[src/rtl/serial_alu.sv]
// serial_alu: bit-serial LSB-first ALU stage with a single carry flop and flags latched on completion.
module serial_alu #(
  parameter int WIDTH = 8
) (
  input  logic       clk,
  input  logic       rstn,
  input  logic       start,
  input  logic [2:0] op,
  input  logic       carry_in,
  input  logic       a_bit,
  input  logic       b_bit,
  output logic       shift_en,
  output logic       result_bit,
  output logic       result_we,
  output logic       busy,
  output logic       done,
  output logic       flag_c,
  output logic       flag_z,
  output logic       flag_n,
  output logic       flag_v
);
  localparam int CW = $clog2(WIDTH);
  typedef enum logic [1:0] {IDLE, RUN, DONE} state_t;
  state_t state, state_n;
  logic [CW-1:0] bit_cnt;
  logic [2:0] op_r;
  logic carry, zacc, is_sub, arith, last, b_eff, sum, c_next, logic_bit;
  assign is_sub    = op_r == 3'd1 || op_r == 3'd7;
  assign arith     = op_r == 3'd0 || is_sub || op_r == 3'd6;
  assign last      = bit_cnt == CW'(WIDTH - 1);
  assign b_eff     = is_sub ? ~b_bit : b_bit;
  assign sum       = a_bit ^ b_eff ^ carry;
  assign c_next    = (a_bit & b_eff) | (a_bit & carry) | (b_eff & carry);
  assign logic_bit = op_r == 3'd2 ? a_bit & b_bit :
                     op_r == 3'd3 ? a_bit | b_bit :
                     op_r == 3'd4 ? a_bit ^ b_bit : b_bit;
  assign shift_en   = state == RUN;
  assign result_we  = shift_en && op_r != 3'd7;
  assign result_bit = shift_en && (arith ? sum : logic_bit);
  assign busy       = state != IDLE;
  assign done       = state == DONE;
  always_comb begin
    state_n = state;
    state_n = state == IDLE ? (start ? RUN : IDLE) :
              state == RUN  ? (last ? DONE : RUN) : IDLE;
  end
  always_ff @(posedge clk or negedge rstn) begin
    if (!rstn) begin
      state   <= IDLE;
      bit_cnt <= '0;
      op_r    <= 3'd0;
      carry   <= 1'b0;
      zacc    <= 1'b0;
      flag_c  <= 1'b0;
      flag_z  <= 1'b0;
      flag_n  <= 1'b0;
      flag_v  <= 1'b0;
    end else begin
      state <= state_n;
      if (state == IDLE && start) begin
        op_r  <= op;
        carry <= (op == 3'd1 || op == 3'd7) ? 1'b1 : op == 3'd6 ? carry_in : 1'b0;
        zacc  <= 1'b1;
      end
      if (state == RUN) begin
        carry   <= c_next;
        zacc    <= zacc & ~result_bit;
        bit_cnt <= last ? '0 : bit_cnt + 1'b1;
        if (last) begin
          flag_z <= zacc & ~result_bit;
          flag_n <= result_bit;
          flag_c <= arith & c_next;
          flag_v <= arith & (carry ^ c_next);
        end
      end
    end
  end
endmodule

[config.mk]
export PLATFORM = sky130hd
export DESIGN_NAME = serial_alu
export DESIGN_NICKNAME = d
export VERILOG_FILES = /design/src/rtl/serial_alu.sv
export SDC_FILE = /design/constraint.sdc
export NUM_CORES = 1
export LEC_CHECK = 0
export CAP_MARGIN = 10
export CORE_MARGIN = 3
export CORE_UTILIZATION = 51
export DETAILED_ROUTE_END_ITERATION = 7
export GPL_TIMING_DRIVEN = 0
export PLACE_DENSITY_LB_ADDON = 0.25
export SYNTH_ARGS = -nofsm -noshare
export SYNTH_HDL_FRONTEND = slang
export SYNTH_SLANG_ARGS = --single-unit
[constraint.sdc]
create_clock -name clk -period 3.3 [get_ports clk]
set_input_delay 0.66 -clock clk [delete_from_list [all_inputs] [get_ports clk]]
set_output_delay 0.66 -clock clk [all_outputs]
set_load 0.005 [all_outputs]
==> impl_metrics.env, run 1 <==
export IMPL_drv_cap=0
export IMPL_fin_skew_ns=0.00287
export IMPL_avgSynthCellArea_um2=10.4
export IMPL_grt_pass1_vias=630
export IMPL_drive_gt1_share_pct=17.5
export IMPL_cts_hold_repair_buffers=0
export IMPL_ys_seq_area_share_pct=45.0
export IMPL_slowest_delay_ns=0.50
export IMPL_die_w_um=45.1
export IMPL_grt_pass1_wl_um=2690
export IMPL_dp_hpwl_um=1150
export IMPL_power_leakage_nw=0.487
export IMPL_post_route_drc_count=0
export IMPL_numCtsBuffers=3
export IMPL_min_period_over_period_pct=96.7
export IMPL_syn_area_um2=778
export IMPL_num_rows=13
export IMPL_die_h_um=45.1
export IMPL_setup_ws_ns=0.109
export IMPL_outcome="finished clean"
export IMPL_tritoncts="done"
export IMPL_grt_usage_pct=18.6
export IMPL_rsz0062_at_grt="no"
export IMPL_fin_nets=112
export IMPL_cp_slowest_cell="clkdlybuf4s50_1"
export IMPL_finalSetupViolCount=0
export IMPL_relSlewSlack_pct=59.1
export IMPL_port_buffers=17
export IMPL_fmax_ghz=0.313
export IMPL_antenna_found_initial=0
export IMPL_cts_root_buf="clkbuf_4"
export IMPL_maxSlewViolCount=0
export IMPL_grt_overflow_total=0
export IMPL_dp_slack_ns=-0.203
export IMPL_pin_count=18
export IMPL_path_max_fanout=3
export IMPL_instances_no_fill=112
export IMPL_wl_per_cell_um=13.3
export IMPL_crit_path_end_kind="output pin"
export IMPL_syn_inst=75
export IMPL_fp_dieArea_um2=2030
export IMPL_post_place_cells=107
export IMPL_drtIter0Drc=10
export IMPL_dr_total_vias=603
export IMPL_ys_ff_latch=14
export IMPL_cp_data_arrival_time_ns=2.53
export IMPL_grt_max_degree=15
export IMPL_dr_pass1_iters=4
export IMPL_worstSkewPairLatency_ns=0.28
export IMPL_hold_path_class="reg2reg"
export IMPL_worst_pin_slew_ns=0.611
export IMPL_wl_um=1490
export IMPL_crit_family="buffers and inverters"
export IMPL_clk_pin_slew_ns=0.09
export IMPL_crit_buf_inv=3
export IMPL_path_cells="clkdlybuf4s50_1 -> inv_1 -> xnor2_2 -> fa_1 -> mux2i_1 -> o211ai_2 -> nor2_1 -> dlygate4sd2_1"
export IMPL_fin_util_pct=74.5
export IMPL_gp_congestion=0.718
export IMPL_synth_cell_types=29
export IMPL_clock_sinks=14
export IMPL_critPathLaunchType="input port"
export IMPL_synthToLayoutAreaGrowth_pct=30.7
export IMPL_timing_final_hold_violations=0
export IMPL_ant_nets=0
export IMPL_vdd_drop_max_uv=551
export IMPL_crit_type="in2out"
export IMPL_fillers=97
export IMPL_powerDensity_nw_per_um2=960
export IMPL_yosys_warnings=0
export IMPL_clock_path_buffers=2
export IMPL_critPathRequiredTime_ns=2.64
export IMPL_initial_core_util_pct=57.0
export IMPL_vias_per_cell=5.38
export IMPL_fin_crit_ns=3.19
export IMPL_synth_nets=89
export IMPL_htree_levels=1
export IMPL_core_area_um2=1370
export IMPL_antenna_cells=0
-- cell usage after synthesis, drive strengths merged --
master / number / share of area, %
and2: 1 / 0.80
mux2i: 2 / 2.6
a31oi: 2 / 1.6
mux2: 4 / 5.8
fa: 1 / 2.6
nand3: 2 / 1.3
a21o: 1 / 0.96
nor2b: 1 / 0.80
buf: 1 / 1.4
nand4b: 1 / 1.1
nor2: 6 / 3.9
a31o: 1 / 1.1
clkinv: 1 / 1.1
ha: 4 / 6.4
nand2: 13 / 7.2
nand2b: 3 / 2.7
nor3: 1 / 0.64
o22a: 1 / 1.1
o211ai: 2 / 2.6
or2: 1 / 0.80
o21ai: 4 / 2.6
dfrtp: 14 / 45
inv: 5 / 2.4
xnor2: 2 / 2.3
xor2: 1 / 1.1
-- per-layer routing --
| layer | vias up | global-route usage (%) | routed length, um |
|---|---|---|---|
| met5 | - | 0 | 0 |
| met4 | 0 | 7.02 | 12 |
| met3 | 2 | 3.59 | 76 |
| met2 | 22 | 28.8 | 700 |
| met1 | 282 | 25.8 | 696 |
| li1 | 297 | - | - |
-- sequential cells by signal, indices dropped and copies added (netlist names) --
register	flops
carry	1
state	2
flag_n	1
flag_z	1
flag_v	1
op_r	3
flag_c	1
zacc	1
bit_cnt	3
-- where the power goes --
group	total (mW)	leakage, nW	switching [mW]	internal [mW]
sequential	0.324	0.172	0.0732	0.251
clock	0.123	0.0210	0.0563	0.0670
combinational	0.529	0.294	0.238	0.291
total	0.976	0.487	0.367	0.609
-- layout by cell type (no fill, tap or decap), drive strengths merged --
cell / Yosys / layout
clkdlybuf4s50: 0 / 16
dfrtp: 14 / 14
nand2: 13 / 13
nor2: 6 / 6
inv: 5 / 5
mux2: 4 / 4
o21ai: 4 / 4
ha: 4 / 4
clkbuf: 0 / 4
nand2b: 3 / 3
a31oi: 2 / 2
mux2i: 2 / 2
nand3: 2 / 2
buf: 1 / 2
xnor2: 2 / 2
o211ai: 2 / 2
clkinv: 1 / 1
nand4b: 1 / 1
nor2b: 1 / 1
or2: 1 / 1
and2: 1 / 1
a31o: 1 / 1
xor2: 1 / 1
o22a: 1 / 1
nor3: 1 / 1
a21o: 1 / 1
fa: 1 / 1
dlygate4sd2: 0 / 1
-- cell families after synthesis --
group                      synth area share [%]
buffers and inverters                      4.98
AOI/OAI and AO/OA                          9.97
adders and majority gates                  9.00
xor gates and xnor gates                   3.38
and+or+nand+nor                            19.3
muxes                                      8.36
DFF                                        45.0
-- layout make-up --
cell class | count | area, um2 | share of cell area [%]
Buffer | 1 | 11.3 | 1.11
Timing Repair Buffer | 18 | 176 | 17.3
Sequential cell | 14 | 350 | 34.4
Tap cell | 15 | 18.8 | 1.85
Clock buffer | 4 | 36.3 | 3.57
Inverter | 6 | 27.5 | 2.71
Multi-Input combinational cell | 54 | 397 | 39.0
-- stage by stage --
step	hold slack, ns	instance area [um2]	total power [mW]	setup TNS, ns
floorplan	0.364	778	0.632	0
global placement	0.465	967	0.816	-0.161
detailed placement	0.473	967	0.835	-0.203
CTS	0.488	1020	0.983	0
global route	0.514	1020	1.06	0
finish	0.491	1020	0.976	0
-- what timing repair did --
action	in CTS	in global routing
setup endpoints to repair	1	1
buffers inserted	1	0
resized for setup	2	0
pin swaps	3	1
-- final timing paths --
path                          start    endpoint  slack [ns]  depth (start not counted)
hold reg to reg            state[1]    state[0]        0.49                          1
setup / recovery              b_bit  result_bit        0.11                          8
max in group asynchronous      rstn     op_r[2]        2.15                          1
min in group asynchronous      rstn      flag_z        0.76                          1
setup reg to reg            op_r[1]      flag_z        1.06                          8
hold / removal             state[1]    state[0]        0.49                          1
No activity file was read; power rests on OpenSTA's default activity.
==> inputs of run 2 (changes only) <==
Settings changed: CORE_UTILIZATION 51 to 55, DONT_BUFFER_PORTS from default to 1.
==> impl_metrics.env, run 2 (synthesis results as in run 1) <==
export IMPL_power_leakage_nw=0.408
export IMPL_fin_crit_ns=2.81
export IMPL_grt_pass1_wl_um=2010
export IMPL_tritoncts="done"
export IMPL_stdcell_area_um2=832
export IMPL_drive_gt1_share_pct=19.0
export IMPL_crit_type="reg2out"
export IMPL_slowest_delay_ns=0.46
export IMPL_swShare_pct=39.3
export IMPL_cp_data_arrival_time_ns=2.15
export IMPL_clock_path_buffers=2
export IMPL_pwr_share_clk_pct=14.9
export IMPL_fin_nets=94
export IMPL_grtUsageMet3_pct=4.56
export IMPL_antenna_found_initial=0
export IMPL_crit_path_end_kind="output pin"
export IMPL_initial_core_util_pct=64.0
export IMPL_wl_um=1200
export IMPL_drv_cap=0
export IMPL_path_max_fanout=6
export IMPL_drtIter0Drc=6
export IMPL_num_rows=12
export IMPL_worst_pin_slew_ns=0.216
export IMPL_p_switching_mw=0.320
export IMPL_cp_slowest_cell="fa_1"
export IMPL_min_period_over_period_pct=85.0
export IMPL_path_common_cell="xnor2_1"
export IMPL_grt_max_degree=15
export IMPL_die_h_um=43.6
export IMPL_fin_util_pct=68.4
export IMPL_p_int_mw=0.496
export IMPL_instances_no_fill=93
export IMPL_ant_nets=0
export IMPL_fillers=89
export IMPL_synthToLayoutAreaGrowth_pct=6.91
export IMPL_outcome="finished clean"
export IMPL_rsz0062_at_grt="no"
export IMPL_crit_buf_inv=0
export IMPL_postCtsSetupBuffers=0
export IMPL_path_cells="xnor2_1 -> nand2_1 -> xnor2_1 -> fa_1 -> mux2i_1 -> o211ai_2 -> nor2_1"
export IMPL_critPathLaunchType="register"
export IMPL_powerDensity_nw_per_um2=981
export IMPL_layout_commonest_cell="dfrtp_1"
export IMPL_place_area_um2=796
export IMPL_maxSlewViolCount=0
export IMPL_grt_overflow_total=0
export IMPL_gp_congestion=0.764
export IMPL_post_route_drc_count=0
export IMPL_vdd_drop_max_uv=567
export IMPL_fin_hold_ws_ns=0.0690
export IMPL_wl_per_cell_um=12.9
export IMPL_crit_family="adder cells"
export IMPL_worstSkewPairLatency_ns=0.27
export IMPL_post_cts_resized=0
export IMPL_top_regs="bit_cnt x3, op_r x3, state x2"
export IMPL_hold_path_class="in2async"
export IMPL_cts_root_buf="clkbuf_4"
export IMPL_pin_count=18
export IMPL_core_area_um2=1220
export IMPL_cts_hold_repair_buffers=0
export IMPL_relSlewSlack_pct=85.6
export IMPL_port_buffers=0
export IMPL_dr_pass1_iters=3
export IMPL_grt_usage_pct=14.5
export IMPL_fmax_ghz=0.357
export IMPL_clk_pin_slew_ns=0.08
export IMPL_grt_pass1_vias=496
export IMPL_antenna_cells=0
export IMPL_combPwrFrac_pct=45.2
export IMPL_post_place_cells=89
export IMPL_finalSetupViolCount=0
export IMPL_grt_use_met2_pct=22.7
export IMPL_timing_final_hold_violations=0
export IMPL_fp_dieArea_um2=1900
export IMPL_fin_skew_ns=0.00118
export IMPL_dp_hpwl_um=961
export IMPL_tns_ns=0
export IMPL_htree_levels=1
export IMPL_dr_total_vias=524
export IMPL_numCtsBuffers=3
export IMPL_top_usage_layer="met2"
export IMPL_clock_sinks=14
export IMPL_seq_power_share_pct=40.0
export IMPL_die_w_um=43.6
export IMPL_most_common_layout_cells="dfrtp_1, nand2_1, inv_1, nor2_1"
export IMPL_vias_per_cell=5.63
export IMPL_critPathRequiredTime_ns=2.64
export IMPL_grt_use_met1_pct=18.8
## run 2: final timing paths
check / end / cells after the start / slack, ns / from
max reg2reg: flag_z / 7 / 1.25 / op_r[1]
min: bit_cnt[2] / 0 / 0.07 / rstn
min in group clk: zacc / 1 / 0.49 / zacc
max: result_bit / 7 / 0.49 / op_r[1]
max in group asynchronous: carry / 0 / 3.16 / rstn
min reg2reg: zacc / 1 / 0.49 / zacc
## run 2: metal layers
metal,vias to the layer above,part of all wire [%]
met4,0,0.75
met1,247,46
li1,261,-
met5,-,0
met3,2,7.0
met2,14,46
## run 2: area by class of cell
cell class | instances | area, um2 | area share (%)
plain buffers | 1 | 11.3 | 1.35
clock buffers | 4 | 36.3 | 4.36
inverters | 6 | 27.5 | 3.31
multi-input cells | 54 | 389 | 46.8
flip-flops and latches | 14 | 350 | 42.1
well taps | 14 | 17.5 | 2.11
## run 2: through the flow
stage	total power [mW]	setup WS, ns
6_report	0.816	0.495
2_1_floorplan	0.632	0.939
4_1_cts	0.829	0.461
3_5_place_dp	0.704	0.787
3_3_place_gp	0.696	0.811
5_1_grt	0.895	0.330
## run 2: worst register-to-register path, cell delays in order, from the launching register on
cell and delay [ns]:
dfrtp_1 0.45, xnor2_1 0.24, nand2_1 0.09, xnor2_1 0.17
fa_1 0.46, mux2i_1 0.17, o211ai_2 0.13, a31o_1 0.23
## run 2: power groups by stage
stage                     Sequential [mW]  Combinational [mW]  Clock [mW]
after global placement              0.327               0.369           0
final                               0.326               0.369       0.121
after detailed placement            0.331               0.374           0
after global routing                0.340               0.423       0.131
after floorplan                     0.314               0.319           0
after CTS                           0.327               0.377       0.125
==> inputs of run 3 (changes only) <==
Settings changed: CORE_ASPECT_RATIO from default to 1.2, CORE_UTILIZATION 55 to 40.
==> impl_metrics.env, run 3 (synthesis results as in run 1) <==
export IMPL_num_rows=16
export IMPL_clk_pin_slew_ns=0.09
export IMPL_dp_hpwl_um=1050
export IMPL_cp_data_arrival_time_ns=2.15
export IMPL_htree_levels=1
export IMPL_most_common_layout_cells="dfrtp_1, nand2_1, inv_1, nor2_1"
export IMPL_worstSkewPairLatency_ns=0.28
export IMPL_min_period_over_period_pct=85.1
export IMPL_cts_root_buf="clkbuf_4"
export IMPL_grt_usage_pct=12.6
export IMPL_vias_per_cell=5.40
export IMPL_fin_skew_ns=0.00378
export IMPL_core_area_um2=1740
export IMPL_grt_pass1_vias=536
export IMPL_pin_count=18
export IMPL_grt_overflow_total=0
export IMPL_fin_nets=94
export IMPL_highest_layer="met3"
export IMPL_instances_no_fill=97
export IMPL_initial_core_util_pct=44.7
export IMPL_met1_length_um=579
export IMPL_worst_pin_slew_ns=0.209
export IMPL_tns_ns=0
export IMPL_synthToLayoutAreaGrowth_pct=7.56
export IMPL_fp_dieArea_um2=2510
export IMPL_vdd_drop_max_uv=607
export IMPL_dr_pass1_iters=2
export IMPL_dr_total_vias=524
export IMPL_finalSetupViolCount=0
export IMPL_grt_max_degree=15
export IMPL_grt_pass1_wl_um=2190
export IMPL_cts_hold_repair_buffers=0
export IMPL_antenna_found_initial=0
export IMPL_powerDensity_nw_per_um2=986
export IMPL_port_buffers=0
export IMPL_drive_gt1_share_pct=19.0
export IMPL_numCtsBuffers=3
export IMPL_fin_crit_ns=2.81
export IMPL_ant_nets=0
export IMPL_route_met2_wl_um=667
export IMPL_critPathLaunchType="register"
export IMPL_post_cts_resized=0
export IMPL_wl_met3_um=69
export IMPL_fin_hold_ws_ns=0.0599
export IMPL_wl_um=1320
export IMPL_relSlewSlack_pct=86.0
export IMPL_die_w_um=46.3
export IMPL_postCtsSetupBuffers=0
export IMPL_antenna_cells=0
export IMPL_post_place_cells=93
export IMPL_clock_sinks=14
export IMPL_top_regs="bit_cnt x3, op_r x3, state x2"
export IMPL_clock_path_buffers=2
export IMPL_drtIter0Drc=6
export IMPL_path_max_fanout=6
export IMPL_outcome="finished clean"
export IMPL_wl_per_cell_um=13.6
export IMPL_drv_cap=0
export IMPL_layout_commonest_cell="dfrtp_1"
export IMPL_tritoncts="done"
export IMPL_crit_path_end_kind="output pin"
export IMPL_crit_type="reg2out"
export IMPL_rsz0062_at_grt="no"
export IMPL_maxSlewViolCount=0
export IMPL_critPathRequiredTime_ns=2.64
export IMPL_fmax_ghz=0.356
export IMPL_gp_congestion=0.775
export IMPL_power_leakage_nw=0.408
export IMPL_die_h_um=54.3
export IMPL_post_route_drc_count=0
export IMPL_hold_path_class="in2async"
export IMPL_timing_final_hold_violations=0
[run 3: worst paths after layout]
kind                            cells past startpoint         end        from  slack (ns)
min in group clk                                    2  bit_cnt[2]  bit_cnt[2]        0.49
worst max register to register                      7      flag_z     op_r[1]        1.26
worst max-delay path                                7  result_bit     op_r[1]        0.49
worst min-delay path                                0    state[0]        rstn        0.06
worst min register to register                      2  bit_cnt[2]  bit_cnt[2]        0.49
max in group asynchronous                           0      flag_z        rstn        3.17
[run 3: final cells by class]
cell class	count	area (um2)
Fill cell	169	905
Multi-Input combinational cell	54	389
Sequential cell	14	350
Clock buffer	4	36.3
Inverter	6	27.5
Tap cell	18	22.5
Buffer	1	11.3
[run 3: through the flow]
stage | instance area, um2 | util, % | setup WS, ns | total power, mW
after CTS | 837 | 48.1 | 0.446 | 0.840
after global placement | 801 | 46.0 | 0.792 | 0.701
final | 837 | 48.1 | 0.492 | 0.825
after floorplan | 778 | - | 0.939 | 0.632
after detailed placement | 801 | 46.0 | 0.774 | 0.711
after global routing | 837 | 48.1 | 0.306 | 0.901
[run 3: worst max-delay path: stages, from the launching register on]
cell,delay [ns]
dfrtp_1,0.46
xnor2_1,0.23
nand2_1,0.09
xnor2_1,0.17
fa_1,0.46
mux2i_1,0.17
o211ai_2,0.12
nor2_1,0.16
[run 3: metal layers]
layer	vias to the layer above	GRT usage (%)
met1	252	14.8
met4	0	8.53
met3	0	3.95
met2	11	19.3
li1	261	-
met5	-	0
[run 3: power breakdown]
group,switching (mW),internal [mW]
Sequential,0.0758,0.251
Clock,0.0582,0.0671
Combinational,0.195,0.178
Total,0.329,0.497
